===== src/rtl/sdram_write_ctrl.sv =====
// SDRAM burst-write sequencer: ACT, back-to-back WRITE bursts fed from a show-ahead
// FIFO, PRE. Yields to refresh at burst boundaries and resumes from the saved address.
module sdram_write_ctrl #(
    parameter int BURST_LEN = 4,
    parameter int COL_W     = 9,
    parameter int TRCD      = 2,
    parameter int TWR       = 2,
    parameter int TRP       = 2,
    parameter int DQ_W      = 16
) (
    input  logic            clk,
    input  logic            rst,
    input  logic            wr_trig,
    input  logic [1:0]      wr_bank,
    input  logic [11:0]     wr_row,
    input  logic [7:0]      wr_num_bursts,
    input  logic            w_en,
    input  logic            ref_req,
    output logic            w_req,
    output logic            write_data_end,
    output logic            write_ref_break_end,
    output logic [17:0]     wr_cmd,
    output logic            fifo_rd_en,
    input  logic [DQ_W-1:0] fifo_rd_data,
    output logic [DQ_W-1:0] wr_dq,
    output logic            dq_oe
);

    localparam logic [3:0] OP_NOP   = 4'b0111;
    localparam logic [3:0] OP_ACT   = 4'b0011;
    localparam logic [3:0] OP_WRITE = 4'b0100;
    localparam logic [3:0] OP_PRE   = 4'b0010;
    localparam logic [17:0] CMD_NOP = {OP_NOP, 2'b00, 12'd0};

    // Wait states hold for (Txx - 1) cycles; the command state itself is the first cycle.
    localparam logic [7:0] TRCD_END = 8'((TRCD > 1) ? TRCD - 2 : 0);
    localparam logic [7:0] TWR_END  = 8'((TWR > 1) ? TWR - 2 : 0);
    localparam logic [7:0] TRP_END  = 8'((TRP > 0) ? TRP - 1 : 0);
    localparam logic [7:0] BL_END   = 8'(BURST_LEN - 1);

    typedef enum logic [2:0] {
        S_IDLE, S_ACT, S_TRCD_WAIT, S_WRITE, S_TWR_WAIT, S_PRE, S_TRP_WAIT
    } state_t;

    typedef enum logic [1:0] {
        STOP_DONE, STOP_BREAK, STOP_ROW
    } stop_t;

    state_t           state, state_nxt;
    stop_t            stop_kind, stop_nxt;
    logic [7:0]       cnt, cnt_nxt;
    logic [1:0]       bank;
    logic [11:0]      row;
    logic [COL_W-1:0] col;
    logic [7:0]       remain;

    logic             issue_wr;
    logic [COL_W-1:0] col_inc;
    logic [COL_W-1:0] col_now;
    logic [7:0]       rem_now;
    state_t           after_act;
    state_t           after_stop;

    assign col_inc    = col + COL_W'(BURST_LEN);
    // Values as they stand once this burst's WRITE has taken effect (matters when BURST_LEN=1).
    assign col_now    = (cnt == 8'd0) ? col_inc : col;
    assign rem_now    = (cnt == 8'd0) ? remain - 8'd1 : remain;
    assign after_act  = (TRCD > 1) ? S_TRCD_WAIT : S_WRITE;
    assign after_stop = (TWR > 1) ? S_TWR_WAIT : S_PRE;

    always_ff @(posedge clk or posedge rst) begin
        if (rst) begin
            state     <= S_IDLE;
            stop_kind <= STOP_DONE;
            cnt       <= 8'd0;
        end else begin
            state     <= state_nxt;
            stop_kind <= stop_nxt;
            cnt       <= cnt_nxt;
        end
    end

    always_comb begin
        state_nxt           = state;
        stop_nxt            = stop_kind;
        cnt_nxt             = cnt + 8'd1;
        wr_cmd              = CMD_NOP;
        dq_oe               = 1'b0;
        issue_wr            = 1'b0;
        write_data_end      = 1'b0;
        write_ref_break_end = 1'b0;
        case (state)
            S_IDLE: begin
                cnt_nxt = 8'd0;
                if (w_en && w_req) state_nxt = S_ACT;
            end
            S_ACT: begin
                wr_cmd    = {OP_ACT, bank, row};
                cnt_nxt   = 8'd0;
                state_nxt = after_act;
            end
            S_TRCD_WAIT: begin
                if (cnt == TRCD_END) begin
                    cnt_nxt   = 8'd0;
                    state_nxt = S_WRITE;
                end
            end
            S_WRITE: begin
                dq_oe = 1'b1;
                if (cnt == 8'd0) begin
                    issue_wr = 1'b1;
                    wr_cmd   = {OP_WRITE, bank, 12'(col)};
                end
                if (cnt == BL_END) begin
                    cnt_nxt = 8'd0;
                    if (rem_now == 8'd0) begin
                        stop_nxt  = STOP_DONE;
                        state_nxt = after_stop;
                    end else if (ref_req) begin
                        stop_nxt  = STOP_BREAK;
                        state_nxt = after_stop;
                    end else if (col_now == '0) begin
                        stop_nxt  = STOP_ROW;
                        state_nxt = after_stop;
                    end
                end
            end
            S_TWR_WAIT: begin
                if (cnt == TWR_END) begin
                    cnt_nxt   = 8'd0;
                    state_nxt = S_PRE;
                end
            end
            S_PRE: begin
                wr_cmd    = {OP_PRE, bank, 12'd0};
                cnt_nxt   = 8'd0;
                state_nxt = S_TRP_WAIT;
            end
            S_TRP_WAIT: begin
                if (cnt == TRP_END) begin
                    cnt_nxt = 8'd0;
                    if (stop_kind == STOP_DONE) begin
                        write_data_end = 1'b1;
                        state_nxt      = S_IDLE;
                    end else if (stop_kind == STOP_BREAK || ref_req) begin
                        write_ref_break_end = 1'b1;
                        state_nxt           = S_IDLE;
                    end else begin
                        // Row crossing: open the next row right as tRP expires.
                        wr_cmd    = {OP_ACT, bank, row};
                        state_nxt = after_act;
                    end
                end
            end
            default: state_nxt = S_IDLE;
        endcase
    end

    assign fifo_rd_en = dq_oe;
    assign wr_dq      = dq_oe ? fifo_rd_data : '0;

    always_ff @(posedge clk or posedge rst) begin
        if (rst) begin
            w_req  <= 1'b0;
            bank   <= 2'd0;
            row    <= 12'd0;
            col    <= '0;
            remain <= 8'd0;
        end else begin
            if (issue_wr) begin
                col    <= col_inc;
                remain <= remain - 8'd1;
                // Row advances at the wrapping WRITE so a break at row end resumes on the new row.
                if (col_inc == '0) row <= row + 12'd1;
            end
            if (write_data_end) begin
                w_req <= 1'b0;
            end else if (wr_trig && !w_req && wr_num_bursts != 8'd0) begin
                w_req  <= 1'b1;
                bank   <= wr_bank;
                row    <= wr_row;
                col    <= '0;
                remain <= wr_num_bursts;
            end
        end
    end

endmodule


===== config.mk =====
export PLATFORM = sky130hd
export DESIGN_NAME = sdram_write_ctrl
export DESIGN_NICKNAME = d
export VERILOG_FILES = /design/src/rtl/sdram_write_ctrl.sv
export SDC_FILE = /design/constraint.sdc
export NUM_CORES = 1
export LEC_CHECK = 0
export BUFFER_PORTS_ARGS = -buffer_cell sky130_fd_sc_hd__buf_4
export CAP_MARGIN = 20
export CORE_MARGIN = 10
export CORE_UTILIZATION = 42
export DETAILED_ROUTE_END_ITERATION = 6
export PLACE_DENSITY = 0.66
export SLEW_MARGIN = 10
export SYNTH_ARGS = -nofsm -noshare
export SYNTH_HDL_FRONTEND = slang
export SYNTH_SLANG_ARGS = --single-unit
export TNS_END_PERCENT = 10

===== constraint.sdc =====
create_clock -name clk -period 3.8 [get_ports clk]
set_clock_uncertainty 0.15 [all_clocks]
set_input_delay 0.38 -clock clk [delete_from_list [all_inputs] [get_ports clk]]
set_output_delay 0.38 -clock clk [all_outputs]
set_load 0.05 [all_outputs]

# --- Word-level counts from Yosys, hierarchy flattened ---
# Index checks and enable logic that the tools add are counted.
classes:
  add_sub_neg: 4
  multipliers: 0
  shift: 0
  reduce_logical: 19
  n_mux: 48
  bitwise_logic: 1
  div: 0
  n_eq_ne: 15
  n_lt_le_gt_ge: 0
ops:
  columns: ["operator", "n"]
  rows:
  - ["$pmux W17 S4", 1]
  - ["$mux W8", 7]
  - ["$mux W17", 3]
  - ["$mux W12", 4]
  - ["$mux W9", 4]
  - ["$mux W16", 2]
  - ["$pmux W8 S4", 1]
  - ["$mux W3", 8]
  - ["$pmux W3 S7", 1]
  - ["$logic_not A9 Y1", 2]
  - ["$logic_not A8 Y1", 2]
  - ["$add A12 B1 Y12 const B", 1]
  - ["$mux W1", 12]
  - ["$mux W2", 5]
  - ["$ne A2 B2 Y1 const B", 5]
  - ["$add A9 B3 Y9 const B", 1]
  - ["$eq A3 B3 Y1 const B", 3]
  - ["$add A8 B1 Y8 const B", 1]
  - ["$eq A8 B1 Y1 const B", 1]
  - ["$eq A8 B2 Y1 const B", 1]
  - ["$reduce_bool A8 Y1", 1]
  - ["$sub A8 B1 Y8 const B", 1]
  - ["$eq A3 B2 Y1 const B", 2]
  - ["$reduce_and A6 Y1", 1]
  - ["other kinds (15)", 17]
word_totals:
  mem_bits_ro: 0
  latch_bits: 0
  input_bits: 43
  ramBits: 0
  mem_count: 0
  ff_bits: 45
  wordCells: 95
  output_inout_bits: 39

# --- Depth between registers and ports, before layout ---
# Gate-level depths: netlist of the first run.
depth:
  ltp_word: 8
  mapped_depth: 10
  depth_no_buf: 10

# --- Worst setup path before layout of the first run ---
# No wires, ideal clock.
synth_path:
  path_kind: "register -> output"
  startpoint: "register cnt[0]"
  endpoint: "output wr_cmd[12]"
  arrival_ns: 2.643
  required_ns: 3.270
  path_stages_with_launch: 10
  n_path_buf: 1
  path_slack_ns: 0.627
  path_cell_list: "dfrtp_1 inv_1 ha_1 or3b_2 nor3_4 inv_4 buf_6 nand2_1 a21oi_1 nor2b_1"
synth_between:
  elab_chain_cells: 3
  elab_cells_between_ends: 5
  classes_between: "eq/ne: 1; mux: 3; reduce/logical: 1"
synth_lines:
  columns: ["item", "line", "rtl"]
  rows:
  - ["start, declared", "51", "logic [7:0] cnt, cnt_nxt;"]
  - ["start signal, assigned", "79", "cnt <= cnt_nxt;"]
  - ["$eq A8 B1 Y1 or $logic_not A8 Y1 (tied branches)", "140, 110", null]
  - ["$mux W17 or $mux W16 (tied branches)", "140, 110", null]
  - ["$pmux W17 S4 *", "92", "case (state)"]
  - ["end, declared", "22", "output logic [17:0] wr_cmd,"]
# Every way passes the cells marked *; elsewhere a longest branch is shown, timed or not.

# --- Final worst setup path of the first run ---
layout_path:
  startpoint: "register cnt[0]"
  endpoint: "register state[1]"
layout_between:
  elab_chain_cells: 6
  elab_cells_between_ends: 16
  classes_between: "eq/ne: 7; mux: 5; reduce/logical: 4"
layout_lines:
  columns: ["item", "line", "rtl"]
  rows:
  - ["$logic_not A8 Y1", null, null]
  - ["$mux W8", "67", "assign rem_now = (cnt == 8'd0) ? remain - 8'd1 : remain;"]
  - ["$logic_not A8 Y1", "116", "if (rem_now == 8'd0) begin"]
  - ["$mux W3", "116", null]
  - ["$mux W3", "114", "if (cnt == BL_END) begin"]
  - ["$pmux W3 S7", "92", null]
  - ["end signal, assigned", "77", "state <= state_nxt;"]
  - ["end, declared", "49", "state_t state, state_nxt;"]
# Parallel ways exist; a longest one is shown, timed or not. The select of a mux whose other input is x is not followed.
# A chain may end at the register's enable or synchronous reset.

==> flow_summary.yaml, run 1 <==
outcome:
  status: "finished, final reports clean"
sta:
  fin_crit_sh_pct: 90.0
  fmax_mhz: 292
  rsz0062_at_grt: "false"
  finalSetupTns_ns: 0
  slew_viol_final: 0
  post-route-min-period_ns: 3.42
  relSlewSlack_pct: 59.4
  finalHoldViolations: 0
  setup_viol: 0
  tightest_slew_ns: 0.608
  whs_ns: 0.0683
cells_and_area:
  antenna_cells: 0
  final_common_cell: "buf_4"
  final-instance-count-excl-fill: 505
  area_delta_synth_final_pct: 24.9
  fin_util_pct: 54.3
  drive_above_1_share_pct: 26.2
  layout.nets: 460
  layout_common_cells: "buf_4 (84), nor2_1 (47), dfrtp_1 (43), and2_1 (22), a21oi_1 (22)"
critical_path:
  critPathLaunchType: "flip-flop"
  r2r-start: "cnt[0]"
  reg2regPathDepth: 10
  cp_max_fo: 7
  crit-reg2reg-capture: "state[1]"
  r2r_setup_slack_ns: 0.38
  worst_setup_path_end_kind: "flip-flop"
  critical_path_class: "reg2reg"
  critPathRequiredTime_ns: 3.79
  critical_path_arrival_ns: 3.41
synth:
  synth_flop_cell: "dfrtp_1"
  async_flop_share_pct: 100
  synth_cell_types: 57
  syn-mean-instance-area_um2: 8.77
  syn_inst: 339
  syn_area_um2: 2970
  syn_nets: 390
  ys_seq_area_share_pct: 36.2
  yosysWarningCount: 0
  synth_edf_count: 0
  synth-seq-cells: 43
drt:
  firstDrtPassIters: 4
  drt-vias-per-instance: 5.39
  post-route-drc-count: 0
  ant_nets: 0
  drtIter0Drc: 127
  routed_wl_um: 8050
  vias: 2722
  routedWlPerCell_um: 15.9
clocking:
  cts_buffer_depth: 2
  cts_buffers: 5
  post_cts_buffers: 0
  path_clk_slew_ns: 0.08
  ctsResizeCount: 0
  cts_hold_buf: 0
  cts_tree: "yes"
  cts_htree_levels: 2
  cts.sinks: 43
  clkLatencyLatePin_ns: 0.29
  root_buffer: "clkbuf_8"
floorplanning:
  die_w_um: 104
  core_um2: 6830
  row_count: 30
  top_level_ports: 82
  initial_core_util_pct: 43.5
  dieArea_um2: 10800
  fp.dieH_um: 104
global_route:
  grt_usage_pct: 14.9
  grt_pass1_wl_um: 13900
  grt_overflow: 0
  grt_pass1_vias: 2823
  grt_max_degree: 44
  antenna_found_initial: 0
power_and_ir_drop:
  irDropWorstVdd_mv: 0.371
  p_per_area_nw_per_um2: 886
  p_leak_uw: 0.00164
worst_hold_path:
  holdCritPathClass: "in2async"
placed_design:
  gp_congestion: 0.925
  dp_cells: 498
  io_buffers: 80
  hpwl_um: 6210
job:
  cap_violations: 0
-- how the worst max path moves through the flow --
stage / endpoint / start / cells past startpoint
2_1_floorplan: wr_cmd[12] / cnt[0] / 9
3_3_place_gp: state[1] / cnt[0] / 10
3_5_place_dp: state[1] / cnt[0] / 10
4_1_cts: state[1] / cnt[0] / 10
5_1_grt: state[1] / cnt[0] / 10
6_report: state[1] / cnt[0] / 10
-- where the power goes --
part	switching (uW)	internal [uW]
Sequential	267	644
Combinational	1340	744
Clock	151	143
Total	1760	1530
-- worst max-delay path, cell delays in order (launching register included) --
cell	delay (ns)
dfrtp_1	0.45
inv_1	0.10
ha_1	0.19
or3b_2	0.53
nor2_1	0.23
ha_1	0.28
or2_2	0.29
or4_1	0.40
a211oi_1	0.33
or3_1	0.19
o311ai_0	0.13
-- layer usage --
metal | GRT usage [%] | up-vias | wire length (um)
met2 | 24.3 | 92 | 3760
li1 | - | 1338 | -
met1 | 19.7 | 1288 | 3790
met4 | 2.98 | 0 | 60
met3 | 3.28 | 4 | 449
met5 | 0 | - | 0
-- final cells by class --
class                   instances  area, um2
fillers                       658       3120
flip-flops and latches         43       1080
repair buffers                 84        631
clock inverters                 1       5.00
clock buffers                   6       82.6
multi-input cells             265       1760
inverters                      10       40.0
well taps                      96        120
-- Yosys cell counts, types with 8 or more instances --
cell type	instances	area share, %
a21oi_1	22	3.7
and2_1	22	4.6
and3_1	8	1.7
clkbuf_1	12	1.5
dfrtp_1	43	36
ha_1	8	3.4
inv_1	9	1.1
nand2_1	13	1.6
nand3_1	14	2.4
nand4_1	11	2.3
nor2_1	47	5.9
xnor2_1	15	4.4
xor2_1	14	4.1
-- sequential cells by signal, summed over array words and instances, names as in the netlist --
register   count
cnt            8
state          3
w_req          1
bank           2
stop_kind      2
row           12
col            7
remain         8
-- logic make-up after synthesis --
family | share of synthesized area, %
other | 0.126
buffers and inverters | 4.97
AND/OR/NAND/NOR | 31.7
adder cells (fa/ha/maj) | 3.37
multiplexers | 2.99
flip-flops | 36.2
XOR/XNOR | 8.54
AO/OA/AOI/OAI | 12.1
-- per-stage QoR --
stage                     total power (uW)  instance area (um2)  setup slack (ns)
after floorplan                       2460                 2970             0.627
after global placement                2980                 3620             0.564
after detailed placement              3010                 3620             0.418
after CTS                             3310                 3710             0.397
after global routing                  3550                 3710            0.0811
final                                 3290                 3710             0.379
No activity file was read; power rests on OpenSTA's default activity.
==> inputs of run 2 (changes only) <==
--- a/config.mk
+++ b/config.mk
@@ -5,11 +5,12 @@
 export SDC_FILE = /design/constraint.sdc
 export NUM_CORES = 1
 export LEC_CHECK = 0
-export BUFFER_PORTS_ARGS = -buffer_cell sky130_fd_sc_hd__buf_4
+export BUFFER_PORTS_ARGS = -buffer_cell sky130_fd_sc_hd__buf_2
 export CAP_MARGIN = 20
 export CORE_MARGIN = 10
 export CORE_UTILIZATION = 42
 export DETAILED_ROUTE_END_ITERATION = 6
+export MAX_ROUTING_LAYER = met4
 export PLACE_DENSITY = 0.66
 export SLEW_MARGIN = 10
 export SYNTH_ARGS = -nofsm -noshare
==> run 2 against run 1 <==
Net effect:
- utilization is 2.3 points lower
- die area is the same
- routed wire length is 1.1% lower
- first-iteration DRC count decreased by 1.6%
- combinational power decreased by 5%
- final cell count increased by 0.20%
- worst setup slack better by 0.038 ns
==> flow_summary.yaml, run 2 (synthesized netlist as in run 1, its figures left out) <==
critical_path:
  critical_path_arrival_ns: 3.38
  worst_setup_path_end_kind: "flip-flop"
  crit_path_frequent_cell: "ha_1"
  critical_path.cell_chain: "inv_1 > ha_1 > or3b_2 > nor2_1 > ha_1 > or2_2 > or4_1 > a211oi_1 > or3_1 > o311ai_0"
  path_buf_inv: 1
  critPathLaunchType: "flip-flop"
  cpLargestDelayFamily: "simple AND/OR/NAND/NOR gates"
  critical_path_class: "reg2reg"
  cpMaxStageDelayCell: "or3b_2"
  reg2regPathDepth: 10
  slowest_delay_ns: 0.53
  critPathRequiredTime_ns: 3.80
  path_depth: 10
  cp_max_fo: 7
clocking:
  path_clk_slew_ns: 0.09
  cts_hold_buf: 0
  cts.sinks: 43
  cts_buffers: 5
  cts_htree_levels: 2
  cts_tree: "yes"
  root_buffer: "clkbuf_8"
  post_cts_buffers: 0
  clkLatencyLatePin_ns: 0.29
  ctsResizeCount: 0
  cts_buffer_depth: 2
power_and_ir_drop:
  p_total_uw: 3280
  p_per_area_nw_per_um2: 922
  irDropWorstVdd_mv: 0.440
  p_leak_uw: 0.00161
drt:
  post-route-drc-count: 0
  routed_wl_um: 7970
  routedWlPerCell_um: 15.7
  vias: 2740
  firstDrtPassIters: 5
  drtIter0Drc: 125
  drt-vias-per-instance: 5.42
  ant_nets: 0
cells_and_area:
  top_regs: "row: 12 flops, cnt: 8 flops, remain: 8 flops"
  drive_above_1_share_pct: 26.3
  antenna_cells: 0
  layout_common_cells: "buf_2 (80), nor2_1 (47), dfrtp_1 (43), and2_1 (22), a21oi_1 (22)"
  largest_reg_flops: 12
  area_delta_synth_final_pct: 19.6
  final_common_cell: "buf_2"
  layout.nets: 460
  regMostFlops: "row"
global_route:
  grt_usage_pct: 14.8
  grt_overflow: 0
  grt_pass1_vias: 2673
  grt_max_degree: 44
  grt_pass1_wl_um: 13300
  antenna_found_initial: 0
sta:
  fmax_mhz: 296
  rsz0062_at_grt: "false"
  finalHoldViolations: 0
  slew_viol_final: 0
  relSlewSlack_pct: 61.1
  post-route-min-period_ns: 3.38
  setup_viol: 0
  finalSetupTns_ns: 0
  fin_crit_sh_pct: 89.0
  tightest_slew_ns: 0.582
floorplanning:
  dieArea_um2: 10800
  top_level_ports: 82
  fp.dieH_um: 104
  die_w_um: 104
  initial_core_util_pct: 43.5
  core_um2: 6830
  row_count: 30
job:
  cap_violations: 0
placed_design:
  hpwl_um: 6100
  gp_congestion: 0.908
  io_buffers: 80
outcome:
  status: "finished, final reports clean"
worst_hold_path:
  holdCritPathClass: "in2async"
-- run 2: cell count changes in the layout (fill, tap and decap cells not counted), sizes merged --
cell	previous run	this run
bufinv	0	1
-- run 2: layout make-up --
cell class                      count  area [um2]
Clock buffer                        6        82.6
Fill cell                         656        3280
Multi-Input combinational cell    265        1760
Sequential cell                    43        1080
Timing Repair Buffer               84         443
Inverter                           10        40.0
Tap cell                           96         120
Clock inverter                      2        35.0
-- run 2: routing by layer --
| layer | track usage [%] | up-vias | wire length [um] |
|---|---|---|---|
| li1 | - | 1337 | - |
| met1 | 18.9 | 1287 | 3690 |
| met2 | 22.9 | 110 | 3690 |
| met3 | 3.78 | 6 | 528 |
| met4 | 3.28 | 0 | 59 |
| met5 | - | - | 0 |
-- run 2: final timing paths --
path	slack, ns	from	end
worst max register to register	0.42	cnt[0]	state[1]
worst min register to register	0.35	bank[0]	bank[0]
worst max-delay path	0.42	cnt[0]	state[1]
worst min-delay path	0.06	rst	row[9]
max in group asynchronous	3.06	rst	remain[7]
min in group clk	0.16	wr_bank[1]	bank[1]
-- run 2: stage by stage --
step / util, % / setup WS (ns) / std cells / hold slack (ns) / cell area [um2]
floorplan: - / 0.627 / 339 / 0.321 / 2970
global placement: 50.3 / 0.563 / 498 / 0.331 / 3440
detailed placement: 50.3 / 0.443 / 498 / 0.341 / 3440
CTS: 52.0 / 0.431 / 506 / 0.0825 / 3550
global route: 52.0 / 0.199 / 506 / 0.117 / 3550
finish: 52.0 / 0.416 / 506 / 0.0596 / 3550
-- run 2: tightest hold or removal path, stage by stage --
cell   delay, ns
buf_2       0.09
inv_1       0.04
buf_4       0.45
-- run 2: power breakdown --
part	total, uW	internal (uW)	switching, uW
Clock	378	213	165
Sequential	912	643	268
Combinational	1990	647	1340
==> inputs of run 3 (changes only) <==
--- a/config.mk
+++ b/config.mk
@@ -7,11 +7,13 @@
 export LEC_CHECK = 0
 export BUFFER_PORTS_ARGS = -buffer_cell sky130_fd_sc_hd__buf_2
 export CAP_MARGIN = 20
+export CELL_PAD_IN_SITES_DETAIL_PLACEMENT = 1
+export CELL_PAD_IN_SITES_GLOBAL_PLACEMENT = 2
 export CORE_MARGIN = 10
-export CORE_UTILIZATION = 42
+export CORE_UTILIZATION = 31
 export DETAILED_ROUTE_END_ITERATION = 6
 export MAX_ROUTING_LAYER = met4
-export PLACE_DENSITY = 0.66
+export PLACE_DENSITY_LB_ADDON = 0.1
 export SLEW_MARGIN = 10
 export SYNTH_ARGS = -nofsm -noshare
 export SYNTH_HDL_FRONTEND = slang
==> run 3 against run 2 <==
Net effect:
- sequential power up 1%
- critical endpoint unchanged
- clock power down 24%
- global-route usage down 1.5 points
- largest cell class unchanged
==> flow_summary.yaml, run 3 (synthesized netlist as in run 1, its figures left out) <==
outcome:
  status: "finished, final reports clean"
global_route:
  antenna_found_initial: 0
  grt_overflow: 0
  grt_pass1_vias: 2881
  grt_pass1_wl_um: 15200
  grt_usage_pct: 13.3
  grt_max_degree: 44
placed_design:
  gp_congestion: 0.785
  io_buffers: 80
  place_ws_ns: 0.259
  post_dp_cell_area_um2: 3480
  hpwl_um: 6970
critical_path:
  worst_setup_path_end_kind: "flip-flop"
  critical_path_class: "reg2reg"
  critPathLaunchType: "flip-flop"
  cpMaxStageDelayCell: "or3b_2"
  critical_path_arrival_ns: 3.55
  critical_path.cell_chain: "inv_1 > ha_1 > or3b_2 > nor2_1 > ha_1 > or2_2 > or4_1 > a211oi_1 > or3_1 > o311ai_0"
  path_buf_inv: 1
  critPathRequiredTime_ns: 3.79
  cpLargestDelayFamily: "simple AND/OR/NAND/NOR gates"
  slowest_delay_ns: 0.56
  crit_path_frequent_cell: "ha_1"
  cp_max_fo: 7
clocking:
  cts_hold_buf: 0
  post_cts_buffers: 0
  ctsResizeCount: 0
  cts_buffer_depth: 2
  cts_buffers: 5
  cts_tree: "yes"
  cts.sinks: 43
  clkLatencyLatePin_ns: 0.29
  path_clk_slew_ns: 0.08
  cts_htree_levels: 2
  root_buffer: "clkbuf_8"
cells_and_area:
  area_delta_synth_final_pct: 19.7
  antenna_cells: 0
  layout.nets: 460
  largest_reg_flops: 12
  drive_above_1_share_pct: 25.9
  fillCellCount: 1162
  stdcell_area_um2: 3560
  regMostFlops: "row"
  top_regs: "row: 12 flops, cnt: 8 flops, remain: 8 flops"
  final_common_cell: "buf_2"
  layout_common_cells: "buf_2 (80), nor2_1 (47), dfrtp_1 (43), and2_1 (22), a21oi_1 (22)"
drt:
  drt-vias-per-instance: 5.02
  routedWlPerCell_um: 16.8
  vias: 2705
  drtIter0Drc: 88
  post-route-drc-count: 0
  ant_nets: 0
  firstDrtPassIters: 4
  routed_wl_um: 9070
sta:
  fin_crit_sh_pct: 93.9
  rsz0062_at_grt: "false"
  finalSetupTns_ns: 0
  post-route-min-period_ns: 3.57
  tightest_slew_ns: 0.654
  slew_viol_final: 0
  layout_setup_ws_ns: 0.233
  finalHoldViolations: 0
  setup_viol: 0
  fmax_mhz: 280
  relSlewSlack_pct: 56.0
floorplanning:
  die_w_um: 118
  dieArea_um2: 13900
  row_count: 35
  fp.dieH_um: 118
  initial_core_util_pct: 32.0
  core_um2: 9280
  top_level_ports: 82
power_and_ir_drop:
  irDropWorstVdd_mv: 0.236
  p_per_area_nw_per_um2: 908
  p_leak_uw: 0.00159
job:
  cap_violations: 0
worst_hold_path:
  holdCritPathClass: "in2async"
run 3: path summary, 6_finish.rpt:
check | to | cells after the start | slack (ns) | startpoint
hold reg to reg | bank[1] | 1 | 0.35 | bank[1]
setup / recovery | state[1] | 10 | 0.23 | cnt[0]
min in group clk | bank[1] | 2 | 0.17 | wr_bank[1]
hold / removal | bank[1] | 3 | 0.07 | rst
setup reg to reg | state[1] | 10 | 0.23 | cnt[0]
max in group asynchronous | w_req | 3 | 3.03 | rst
run 3: area by class of cell:
cell class                      count  area [um2]  area share [%]
Clock inverter                      1        5.00           0.141
Multi-Input combinational cell    265        1760            49.4
Inverter                           10        40.0            1.12
Sequential cell                    43        1080            30.2
Tap cell                          129         161            4.53
Clock buffer                        7        76.3            2.14
Timing Repair Buffer               84         443            12.4
run 3: metrics by stage:
| step | total power (uW) | hold slack, ns | utilization, % | std cells |
|---|---|---|---|---|
| floorplan | 2460 | 0.321 | - | 339 |
| global placement | 2940 | 0.337 | 37.5 | 531 |
| detailed placement | 2970 | 0.339 | 37.5 | 531 |
| CTS | 3270 | 0.0946 | 38.3 | 539 |
| global route | 3500 | 0.131 | 38.3 | 539 |
| finish | 3230 | 0.0685 | 38.3 | 539 |
run 3: worst min-delay path, delay by kind of cell:
family / cells / cell delay, ns
buffers and inverters: 3 / 0.59
run 3: report_power, final:
group          internal (uW)  switching, uW
combinational            649           1370
sequential               643            280
clock                    129            160
total                   1420           1810
run 3: metal layers:
| metal | wire (um) | up-vias | part of all wire, % | GRT usage [%] |
|---|---|---|---|---|
| met4 | 121 | 0 | 1.3 | 3.09 |
| li1 | - | 1335 | - | - |
| met5 | 0 | - | 0 | - |
| met3 | 316 | 10 | 3.5 | 2.59 |
| met1 | 4630 | 1288 | 51 | 17.5 |
| met2 | 4000 | 72 | 44 | 20.4 |
